<file path="src/rtl/gb_mem_pkg.sv">
// Shared memory-map constants, PPU mode and OAM DMA state types for the
// VRAM/OAM arbitration slice.
package gb_mem_pkg;

  localparam logic [15:0] VRAM_BASE    = 16'h8000;
  localparam logic [15:0] VRAM_END     = 16'h9FFF;
  localparam logic [15:0] OAM_BASE     = 16'hFE00;
  localparam logic [15:0] OAM_END      = 16'hFE9F;
  localparam logic [15:0] UNUSABLE_END = 16'hFEFF;
  localparam logic [15:0] DMA_REG      = 16'hFF46;
  localparam logic [7:0]  OPEN_BUS     = 8'hFF;

  typedef enum logic [1:0] {
    MODE_HBLANK = 2'd0,
    MODE_VBLANK = 2'd1,
    MODE_SCAN   = 2'd2,
    MODE_DRAW   = 2'd3
  } ppu_mode_t;

  typedef enum logic [2:0] {
    DMA_IDLE,
    DMA_START,
    DMA_READ,
    DMA_WAIT,
    DMA_WRITE
  } dma_state_t;

  typedef enum logic {
    TGT_VRAM,
    TGT_OAM
  } tgt_t;

  // One in-flight read: whether it exists, which macro it targets, and
  // whether the port was actually granted.
  typedef struct packed {
    logic pend;
    tgt_t tgt;
    logic gnt;
  } rd_tag_t;

  function automatic logic in_vram(input logic [15:0] a);
    return (a >= VRAM_BASE) && (a <= VRAM_END);
  endfunction

  function automatic logic in_oam(input logic [15:0] a);
    return (a >= OAM_BASE) && (a <= OAM_END);
  endfunction

  function automatic logic in_unusable(input logic [15:0] a);
    return (a > OAM_END) && (a <= UNUSABLE_END);
  endfunction

  // E0-FF sources alias work RAM through the echo region.
  function automatic logic [7:0] dma_eff_hi(input logic [7:0] v);
    return (v >= 8'hE0) ? (v - 8'h20) : v;
  endfunction

endpackage

</file>
<file path="src/rtl/oam_dma_engine.sv">
// OAM DMA engine: start delay, source read, latency wait and OAM write per
// byte, restartable at any time by a new trigger.
module oam_dma_engine
  import gb_mem_pkg::*;
#(
  parameter int unsigned SRC_LAT       = 1,
  parameter int unsigned DMA_START_DLY = 1,
  parameter int unsigned OAM_BYTES     = 160
) (
  input  logic        clk,
  input  logic        rst,
  input  logic        start,
  input  logic [7:0]  start_hi,
  input  logic [7:0]  src_rdata,
  output logic        active,
  output logic        src_rd,
  output logic [15:0] src_addr,
  output logic        oam_we,
  output logic [7:0]  oam_addr,
  output logic [7:0]  oam_wdata
);

  localparam logic [7:0] LAST_IDX  = 8'(OAM_BYTES - 1);
  localparam logic [7:0] START_CNT = 8'(DMA_START_DLY - 1);
  localparam logic [7:0] WAIT_CNT  = 8'(SRC_LAT - 2);

  dma_state_t state;
  logic [7:0] idx;
  logic [7:0] hi;
  logic [7:0] cnt;

  assign src_addr  = {hi, idx};
  assign oam_addr  = idx;
  // Source data lands in the WRITE cycle and is forwarded straight to OAM.
  assign oam_wdata = src_rdata;

  always_ff @(posedge clk or negedge rst) begin
    if (!rst) begin
      state  <= DMA_IDLE;
      idx    <= '0;
      hi     <= '0;
      cnt    <= '0;
      active <= 1'b0;
      src_rd <= 1'b0;
      oam_we <= 1'b0;
    end else begin
      src_rd <= 1'b0;
      oam_we <= 1'b0;
      if (start) begin
        hi     <= start_hi;
        idx    <= '0;
        active <= 1'b1;
        if (DMA_START_DLY == 0) begin
          state  <= DMA_READ;
          src_rd <= 1'b1;
        end else begin
          state <= DMA_START;
          cnt   <= START_CNT;
        end
      end else begin
        case (state)
          DMA_IDLE: begin
            active <= 1'b0;
          end
          DMA_START: begin
            if (cnt == '0) begin
              state  <= DMA_READ;
              src_rd <= 1'b1;
            end else begin
              cnt <= cnt - 8'd1;
            end
          end
          DMA_READ: begin
            if (SRC_LAT <= 1) begin
              state  <= DMA_WRITE;
              oam_we <= 1'b1;
            end else begin
              state <= DMA_WAIT;
              cnt   <= WAIT_CNT;
            end
          end
          DMA_WAIT: begin
            if (cnt == '0) begin
              state  <= DMA_WRITE;
              oam_we <= 1'b1;
            end else begin
              cnt <= cnt - 8'd1;
            end
          end
          DMA_WRITE: begin
            if (idx == LAST_IDX) begin
              state  <= DMA_IDLE;
              idx    <= '0;
              active <= 1'b0;
            end else begin
              state  <= DMA_READ;
              idx    <= idx + 8'd1;
              src_rd <= 1'b1;
            end
          end
          default: begin
            state  <= DMA_IDLE;
            active <= 1'b0;
          end
        endcase
      end
    end
  end

endmodule

</file>
<file path="src/rtl/vram_oam_arbiter.sv">
// Arbitrates the single-port VRAM and OAM macros between CPU, PPU and OAM
// DMA, with mode-based CPU locking and a one-cycle read return path.
module vram_oam_arbiter
  import gb_mem_pkg::*;
#(
  parameter int unsigned SRC_LAT       = 1,
  parameter int unsigned DMA_START_DLY = 1,
  parameter int unsigned OAM_BYTES     = 160
) (
  input  logic        clk,
  input  logic        rst,
  input  logic        lcd_on,
  input  logic [1:0]  ppu_mode,
  input  logic [15:0] cpu_addr,
  input  logic        cpu_rd,
  input  logic        cpu_wr,
  input  logic [7:0]  cpu_wdata,
  output logic [7:0]  cpu_rdata,
  input  logic        ppu_rd,
  input  logic [15:0] ppu_addr,
  output logic [7:0]  ppu_rdata,
  output logic [15:0] dma_src_addr,
  output logic        dma_src_rd,
  input  logic [7:0]  dma_src_rdata,
  output logic [12:0] vram_addr,
  output logic        vram_we,
  output logic [7:0]  vram_wdata,
  input  logic [7:0]  vram_rdata,
  output logic [7:0]  oam_addr,
  output logic        oam_we,
  output logic [7:0]  oam_wdata,
  input  logic [7:0]  oam_rdata,
  output logic        dma_active,
  output logic [7:0]  dma_src_hi
);

  ppu_mode_t mode;
  logic       dma_start;
  logic [7:0] dma_start_hi;
  logic       dma_we;
  logic [7:0] dma_oam_addr;
  logic [7:0] dma_oam_wdata;

  assign mode         = ppu_mode_t'(ppu_mode);
  assign dma_start    = cpu_wr && (cpu_addr == DMA_REG);
  assign dma_start_hi = dma_eff_hi(cpu_wdata);

  oam_dma_engine #(
    .SRC_LAT       (SRC_LAT),
    .DMA_START_DLY (DMA_START_DLY),
    .OAM_BYTES     (OAM_BYTES)
  ) u_dma (
    .clk       (clk),
    .rst       (rst),
    .start     (dma_start),
    .start_hi  (dma_start_hi),
    .src_rdata (dma_src_rdata),
    .active    (dma_active),
    .src_rd    (dma_src_rd),
    .src_addr  (dma_src_addr),
    .oam_we    (dma_we),
    .oam_addr  (dma_oam_addr),
    .oam_wdata (dma_oam_wdata)
  );

  always_ff @(posedge clk or negedge rst) begin
    if (!rst) begin
      dma_src_hi <= '0;
    end else if (dma_start) begin
      dma_src_hi <= cpu_wdata;
    end
  end

  logic cpu_req;
  logic ppu_vram_req;
  logic ppu_oam_req;
  logic cpu_vram_ok;
  logic cpu_oam_ok;
  logic cpu_gnt_vram;
  logic cpu_gnt_oam;
  logic ppu_gnt;

  assign cpu_req      = cpu_rd || cpu_wr;
  assign ppu_vram_req = ppu_rd && in_vram(ppu_addr);
  assign ppu_oam_req  = ppu_rd && in_oam(ppu_addr);
  assign cpu_vram_ok  = !lcd_on || (mode != MODE_DRAW);
  // dma_active is registered, so an FF46 write in this same cycle does not
  // yet lock out an OAM access presented alongside it.
  assign cpu_oam_ok   = !dma_active &&
                        (!lcd_on || (mode == MODE_HBLANK) || (mode == MODE_VBLANK));

  always_comb begin
    vram_addr    = '0;
    vram_we      = 1'b0;
    vram_wdata   = '0;
    oam_addr     = '0;
    oam_we       = 1'b0;
    oam_wdata    = '0;
    cpu_gnt_vram = 1'b0;
    cpu_gnt_oam  = 1'b0;
    ppu_gnt      = 1'b0;
    if (rst) begin
      if (ppu_vram_req) begin
        vram_addr = ppu_addr[12:0];
        ppu_gnt   = 1'b1;
      end else if (cpu_req && in_vram(cpu_addr) && cpu_vram_ok) begin
        vram_addr    = cpu_addr[12:0];
        vram_we      = cpu_wr;
        vram_wdata   = cpu_wdata;
        cpu_gnt_vram = 1'b1;
      end

      if (dma_we) begin
        oam_addr  = dma_oam_addr;
        oam_we    = 1'b1;
        oam_wdata = dma_oam_wdata;
      end else if (ppu_oam_req) begin
        if (!dma_active) begin
          oam_addr = ppu_addr[7:0];
          ppu_gnt  = 1'b1;
        end
      end else if (cpu_req && in_oam(cpu_addr) && cpu_oam_ok) begin
        oam_addr    = cpu_addr[7:0];
        oam_we      = cpu_wr;
        oam_wdata   = cpu_wdata;
        cpu_gnt_oam = 1'b1;
      end
    end
  end

  rd_tag_t cpu_tag;
  rd_tag_t ppu_tag;
  rd_tag_t cpu_tag_next;
  rd_tag_t ppu_tag_next;
  logic [7:0] cpu_hold;
  logic [7:0] ppu_hold;

  always_comb begin
    cpu_tag_next.pend = cpu_rd &&
                        (in_vram(cpu_addr) || in_oam(cpu_addr) || in_unusable(cpu_addr));
    cpu_tag_next.tgt  = in_oam(cpu_addr) ? TGT_OAM : TGT_VRAM;
    cpu_tag_next.gnt  = cpu_gnt_vram || cpu_gnt_oam;
    ppu_tag_next.pend = ppu_rd;
    ppu_tag_next.tgt  = in_oam(ppu_addr) ? TGT_OAM : TGT_VRAM;
    ppu_tag_next.gnt  = ppu_gnt;
  end

  always_ff @(posedge clk or negedge rst) begin
    if (!rst) begin
      cpu_tag  <= '0;
      ppu_tag  <= '0;
      cpu_hold <= OPEN_BUS;
      ppu_hold <= OPEN_BUS;
    end else begin
      cpu_tag  <= cpu_tag_next;
      ppu_tag  <= ppu_tag_next;
      cpu_hold <= cpu_rdata;
      ppu_hold <= ppu_rdata;
    end
  end

  // Macro data is only valid in the return cycle; the hold registers keep
  // it visible afterwards.
  always_comb begin
    cpu_rdata = cpu_hold;
    if (cpu_tag.pend) begin
      if (!cpu_tag.gnt)                 cpu_rdata = OPEN_BUS;
      else if (cpu_tag.tgt == TGT_OAM)  cpu_rdata = oam_rdata;
      else                              cpu_rdata = vram_rdata;
    end
    ppu_rdata = ppu_hold;
    if (ppu_tag.pend) begin
      if (!ppu_tag.gnt)                 ppu_rdata = OPEN_BUS;
      else if (ppu_tag.tgt == TGT_OAM)  ppu_rdata = oam_rdata;
      else                              ppu_rdata = vram_rdata;
    end
  end

endmodule

</file>
<file path="config.mk">
export PLATFORM = sky130hd
export DESIGN_NAME = vram_oam_arbiter
export DESIGN_NICKNAME = d
export VERILOG_FILES = /design/src/rtl/gb_mem_pkg.sv /design/src/rtl/oam_dma_engine.sv /design/src/rtl/vram_oam_arbiter.sv
export SDC_FILE = /design/constraint.sdc
export NUM_CORES = 1
export LEC_CHECK = 0
export CORE_UTILIZATION = 38
export CTS_BUF_LIST = sky130_fd_sc_hd__clkbuf_4 sky130_fd_sc_hd__clkbuf_8
export CTS_CLUSTER_DIAMETER = 100
export DETAILED_ROUTE_END_ITERATION = 7
export DONT_BUFFER_PORTS = 1
export HOLD_SLACK_MARGIN = 0.1
export SLEW_MARGIN = 20
export SYNTH_ARGS = -nofsm -noshare
export SYNTH_HDL_FRONTEND = slang
export SYNTH_SLANG_ARGS = --single-unit
</file>
<file path="constraint.sdc">
create_clock -name clk -period 4.2 [get_ports clk]
set_input_delay 0.84 -clock clk [delete_from_list [all_inputs] [get_ports clk]]
set_output_delay 0.84 -clock clk [all_outputs]
set_load 0.01 [all_outputs]
</file>
; Word level (Yosys, flattened, before mapping)
; Cells that the tools add are included.
[word_totals]
regBits = 60
inputBits = 72
output_inout_bits = 81
wordCells = 140
[op_classes]
n_addsub = 3
magnitude_cmp = 11
n_eq_ne = 14
n_mux = 63
reduce_logical = 33
[ops]
columns = op, n
row1 = 8-bit 2-to-1 mux, 25
row2 = 16-bit less-or-equal comparator (second input constant), 5
row3 = 16-bit >= comparator (second input constant), 4
row4 = 13-bit 2-to-1 mux, 3
row5 = 1-bit 2-to-1 mux, 27
row6 = 16-bit == test (second input constant), 1
row7 = 16-bit greater-than comparator (second input constant), 1
row8 = 3-bit case mux with 5 select lines, 1
row9 = 1-bit logical AND, 14
row10 = 3-bit 2-to-1 mux, 3
row11 = 3-bit by 2-bit != test with 1-bit output (second input constant), 3
row12 = 8-bit by 1-bit adder with 8-bit output (second input constant), 1
row13 = 8-bit == test (second input constant), 1
row14 = 8-bit >= comparator (second input constant), 1
row15 = 8-bit zero test, 1
row16 = 8-bit by 1-bit subtractor with 8-bit output (second input constant), 1
row17 = 8-bit by 6-bit subtractor with 8-bit output (second input constant), 1
row18 = 1-bit logical OR, 7
row19 = 3-bit by 2-bit == test with 1-bit output (second input constant), 2
row20 = 2-bit != test (second input constant), 3
row21 = 1-bit case mux with 2 select lines, 3
row22 = 2-bit AND reduction, 2
row23 = 2-bit nonzero test, 2
row24 = 3-bit by 1-bit == test with 1-bit output (second input constant), 1
row25 = other kinds (10), 11

; Longest topological paths before layout
[logic_depth]
ltp_word = 10
depth_mapped = 7
depth_no_buf = 6

; Cells and area by module
; A second synthesis with hierarchy kept.
[hier_totals]
hier_cells = 381
area_unflattened_um2 = 3619.7
[modules_own_cells]
columns = module, instances, cells_per_inst, area_each_um2, seq_area_each_um2
row1 = vram_oam_arbiter, 1, 232, 2064.5, 770.7
row2 = oam_dma_engine, 1, 149, 1555.2, 750.7

; Least setup slack after synthesis
; OpenSTA, ideal clock, no wires.
[synth_path]
kind = input port to output port
start = input ppu_addr[5]
end = output oam_wdata[7]
arrival_time_ns = 2.108
t_required_ns = 3.360
slack_ns = 1.252
stages = 5
path_buffers = 1
path_cell_list = o21a_1 > nor4b_1 > nand2b_1 > buf_2 > o21ai_0
[synth_via]
elab_chain_cells = 6
word_cells_on_any_way = 7
cone_classes = order compare (2) / mux (3) / reduce/logical (2)
[synth_rtl]
columns = item, line_no
row1 = start: declaration, vram_oam_arbiter.sv:20  ; input logic [15:0] ppu_addr,
row2 = 16-bit >= comparator or 16-bit less-or-equal comparator (tied branches), gb_mem_pkg.sv:46  ; return (a >= OAM_BASE) && (a <= OAM_END);
row3 = 1-bit logical AND *, gb_mem_pkg.sv:46
row4 = 1-bit logical AND *, vram_oam_arbiter.sv:85  ; assign ppu_oam_req = ppu_rd && in_oam(ppu_addr);
row5 = 8-bit 2-to-1 mux *, vram_oam_arbiter.sv:117  ; end else if (ppu_oam_req) begin
row6 = 8-bit 2-to-1 mux *, vram_oam_arbiter.sv:113  ; if (dma_we) begin
row7 = 8-bit 2-to-1 mux *, vram_oam_arbiter.sv:102  ; if (rst) begin
row8 = end: declaration, vram_oam_arbiter.sv:31  ; output logic [7:0] oam_wdata,
; Every way passes the cells marked *; elsewhere a longest branch is shown, timed or not.

; Worst setup path after layout
[layout_path]
start = register u_dma.active
end = output oam_wdata[6]
[layout_via]
elab_chain_cells = 7
[layout_rtl]
columns = item, line_no
row1 = start: declaration, oam_dma_engine.sv:15  ; output logic active,
row2 = start signal: assignment, oam_dma_engine.sv:43  ; active <= 1'b0;
row3 = start signal: assignment, oam_dma_engine.sv:52  ; active <= 1'b1;
row4 = start signal: assignment, oam_dma_engine.sv:63  ; active <= 1'b0;
row5 = 1-bit zero test, n/a
row6 = 1-bit logical AND, vram_oam_arbiter.sv:89  ; assign cpu_oam_ok = !dma_active &&
row7 = 1-bit logical AND, vram_oam_arbiter.sv:122  ; end else if (cpu_req && in_oam(cpu_addr) && cpu_oam_ok) begin
row8 = 8-bit 2-to-1 mux, vram_oam_arbiter.sv:122
row9 = 8-bit 2-to-1 mux, vram_oam_arbiter.sv:117
row10 = 8-bit 2-to-1 mux, vram_oam_arbiter.sv:113
row11 = 8-bit 2-to-1 mux, vram_oam_arbiter.sv:102
; No other way between the ends.

==> flow_summary.toml <==
[cells_and_area]
diodes = 0
synthToLayoutAreaGrowth_pct = 3.746
final_design_area_no_fill_um2 = 3431
layout_commonest_cell = "dfrtp_1"
mostFrequentLayoutCells = "39 x dfrtp_1, 36 x nor2_1, 34 x a21oi_1"
stdcell_count = 446
fin_nets = 415
drive_above_1_share = 0.1320

[synth]
async_flop_share = 1.000
syn_avg_cell_area_um2 = 9.289
synth_xor_area_frac = 0.01589
synth_compound_area_frac = 0.1729
synthSimpleGateAreaFrac = 0.2259
synth_top_family_by_area = "simple AND/OR/NAND/NOR gates"
syn-num-nets = 431
yosysWarningCount = 0
synth_edf_count = 0
synth_top_area_share = 0.2951
synth_ff_type = "dfrtp_1"
synth_top_area_cell = "dfrtp_1"
yosysSeqAreaShare = 0.4222
yosys-top-cells-area = "dfrtp_1 30%, dfstp_2 13%, mux2i_1 6.4%"
synth.distinct_cells = 47
synth-seq-cells = 55
synthAdderAreaFrac = 0.01135
synthMuxAreaShare = 0.1010
syn_area_um2 = 3307
synthCells = 356

[power]
p_leak_nw = 1.305
clock_power_share = 0.342
power.internal_mw = 0.6738
p_sw_mw = 0.2143
vdd_drop_max_mv = 0.1396
power_density_nw_per_um2 = 258.8
combPwrFrac = 0.050
seq_power_share = 0.608
swShare = 0.2413

[timing]
skew_ns = 0.008393
rsz0062_at_grt = "no"
timing.final.crit_share = 0.7768
slew-limit-headroom = 0.5653
fin_crit_ns = 3.262
drv_slew = 0
worstMarginPinSlew_ns = 0.6521
fmax_ghz = 0.3065
setup_viol = 0
timing_hold_violations_final = 0
setup_tns_ns = 0

[placement]
dp_hpwl_um = 6603
placed_cells = 438
gp_congestion = 0.8003
placed_area_um2 = 3339
portBuffers = 0

[clocking]
post_cts_resized = 0
htreeDepth = 2
clkSinkCount = 55
cts_tree = "built"
postCtsSetupRepairBufs = 0
cts_hold_buf = 0
cts_buffers = 5
clk_pin_slew_worst_paths_ns = 0.11
insertion_delay_ns = 0.31
cts_root_buf = "clkbuf_8"
clock_path_buffers = 2

[critical_path]
cp_max_fo = 10
critical_path_required_ns = 3.36
endpoint_kind = "primary output"
crit_type = "reg2out"
reg2reg_from = "u_dma.oam_addr[0]"
start_kind = "flip-flop"
worstPathArrival_ns = 2.42
startpoint = "u_dma.active"

[route]
route.detailed.drc = 0
drt_iter0_markers = 137
viasPerCell = 6.130
routed_wl_um = 8876
via_count = 2734
wl_per_cell_um = 19.90
first_pass_iters = 4
ant_nets = 0

[global_routing]
grt_pass1_wl_um = 13260
grt_pass1_vias = 2531
grt_overflow_total = 0
grtUsageTotal = 0.1913
grt_start_max_net_pins = 78
antenna_found_initial = 0

[flow_run]
drv_cap = 0

[die]
design.die.area_um2 = 9079
die_w_um = 95.29
start_util = 0.3985
rows = 33
ioPinCount = 153
core-area_um2 = 8299
die_h_um = 95.29

[worst_hold_path]
hold_path.class = "in2async"

[status]
status = "completed"
through the flow:
| step | utilization | hold WS [ns] | setup WS, ns | power, mW |
|---|---|---|---|---|
| floorplan | - | 0.5076 | 1.252 | 0.5873 |
| global placement | 0.4024 | 0.5234 | 0.9730 | 0.5939 |
| detailed placement | 0.4024 | 0.5244 | 0.8881 | 0.5948 |
| CTS | 0.4134 | 0.1950 | 0.8572 | 0.9055 |
| global route | 0.4134 | 0.1794 | 0.6669 | 0.9323 |
| finish | 0.4134 | 0.2153 | 0.9375 | 0.8880 |
power by group through the flow:
stage	sequential (mW)	clock, mW	combinational (mW)
CTS	0.540	0.320	0.0455
floorplan	0.547	0	0.0401
global placement	0.549	0	0.0445
detailed placement	0.549	0	0.0454
finish	0.540	0.304	0.0446
global route	0.541	0.342	0.0498
flip-flops by register name, indices dropped and copies added, names as in the netlist:
register / cells
u_dma.state: 3
u_dma.oam_we: 1
u_dma.oam_addr: 8
dma_src_hi: 8
cpu_tag: 3
ppu_hold: 8
cpu_hold: 8
u_dma.active: 1
ppu_tag: 3
u_dma.cnt: 8
u_dma.hi: 3
u_dma.src_rd: 1
synthesized netlist by cell type, types with 2 or more instances:
cell	count
clkbuf_1	17
o21a_1	2
and2_1	13
buf_4	6
nand2_1	28
xor2_1	3
nand3_1	8
nor3_1	5
a21oi_1	34
nor2b_1	3
dfstp_2	16
nor4b_1	2
o21ai_0	11
a31oi_1	15
nand4_1	8
mux2_2	11
nand2b_1	4
a22o_1	13
inv_1	9
buf_2	2
a2111oi_0	2
o21bai_1	2
dfrtp_1	39
and3_1	2
o41ai_1	7
nor3b_1	5
mux2i_1	21
nor2_1	36
ha_1	3
nand4b_1	10
xnor2_1	3
final cells by class:
cell class              instances  area, um2
multi-input cells             265       1748
fillers                       826       4868
inverters                       9      33.78
flip-flops and latches         55       1396
clock buffers                   5      68.82
repair buffers                  4      30.03
clock inverters                 3      22.52
well taps                     105      131.4
kinds of logic after synthesis:
logic type,Yosys count
AND/OR/NAND/NOR,135
flip-flops,55
adder cells (fa/ha/maj),3
AO/OA/AOI/OAI,89
XOR/XNOR,6
multiplexers,32
buffers and inverters,36
per-layer routing:
metal / wire (um) / track usage / vias to the layer above
met5: 0 / 0 / -
met4: 95 / 0.04924 / 0
met3: 851 / 0.06061 / 8
met2: 4235 / 0.3089 / 111
met1: 3693 / 0.2469 / 1359
li1: - / - / 1256
final timing paths:
path	to	slack (ns)	cells after the start
max in group asynchronous	cpu_hold[0]	3.80	0
worst min-delay path	cpu_tag[2]	0.22	0
min in group clk	cpu_hold[7]	0.54	2
worst max-delay path	oam_wdata[6]	0.94	3
worst max register to register	u_dma.active	2.23	5
worst min register to register	cpu_hold[7]	0.54	2
critical path: stages, from the launching register on:
cell and delay (ns):
dfrtp_1 0.50, a211oi_2 0.57, nand2b_1 0.39, o41ai_1 0.65
Note: power is estimated with default switching activity, not from simulation.
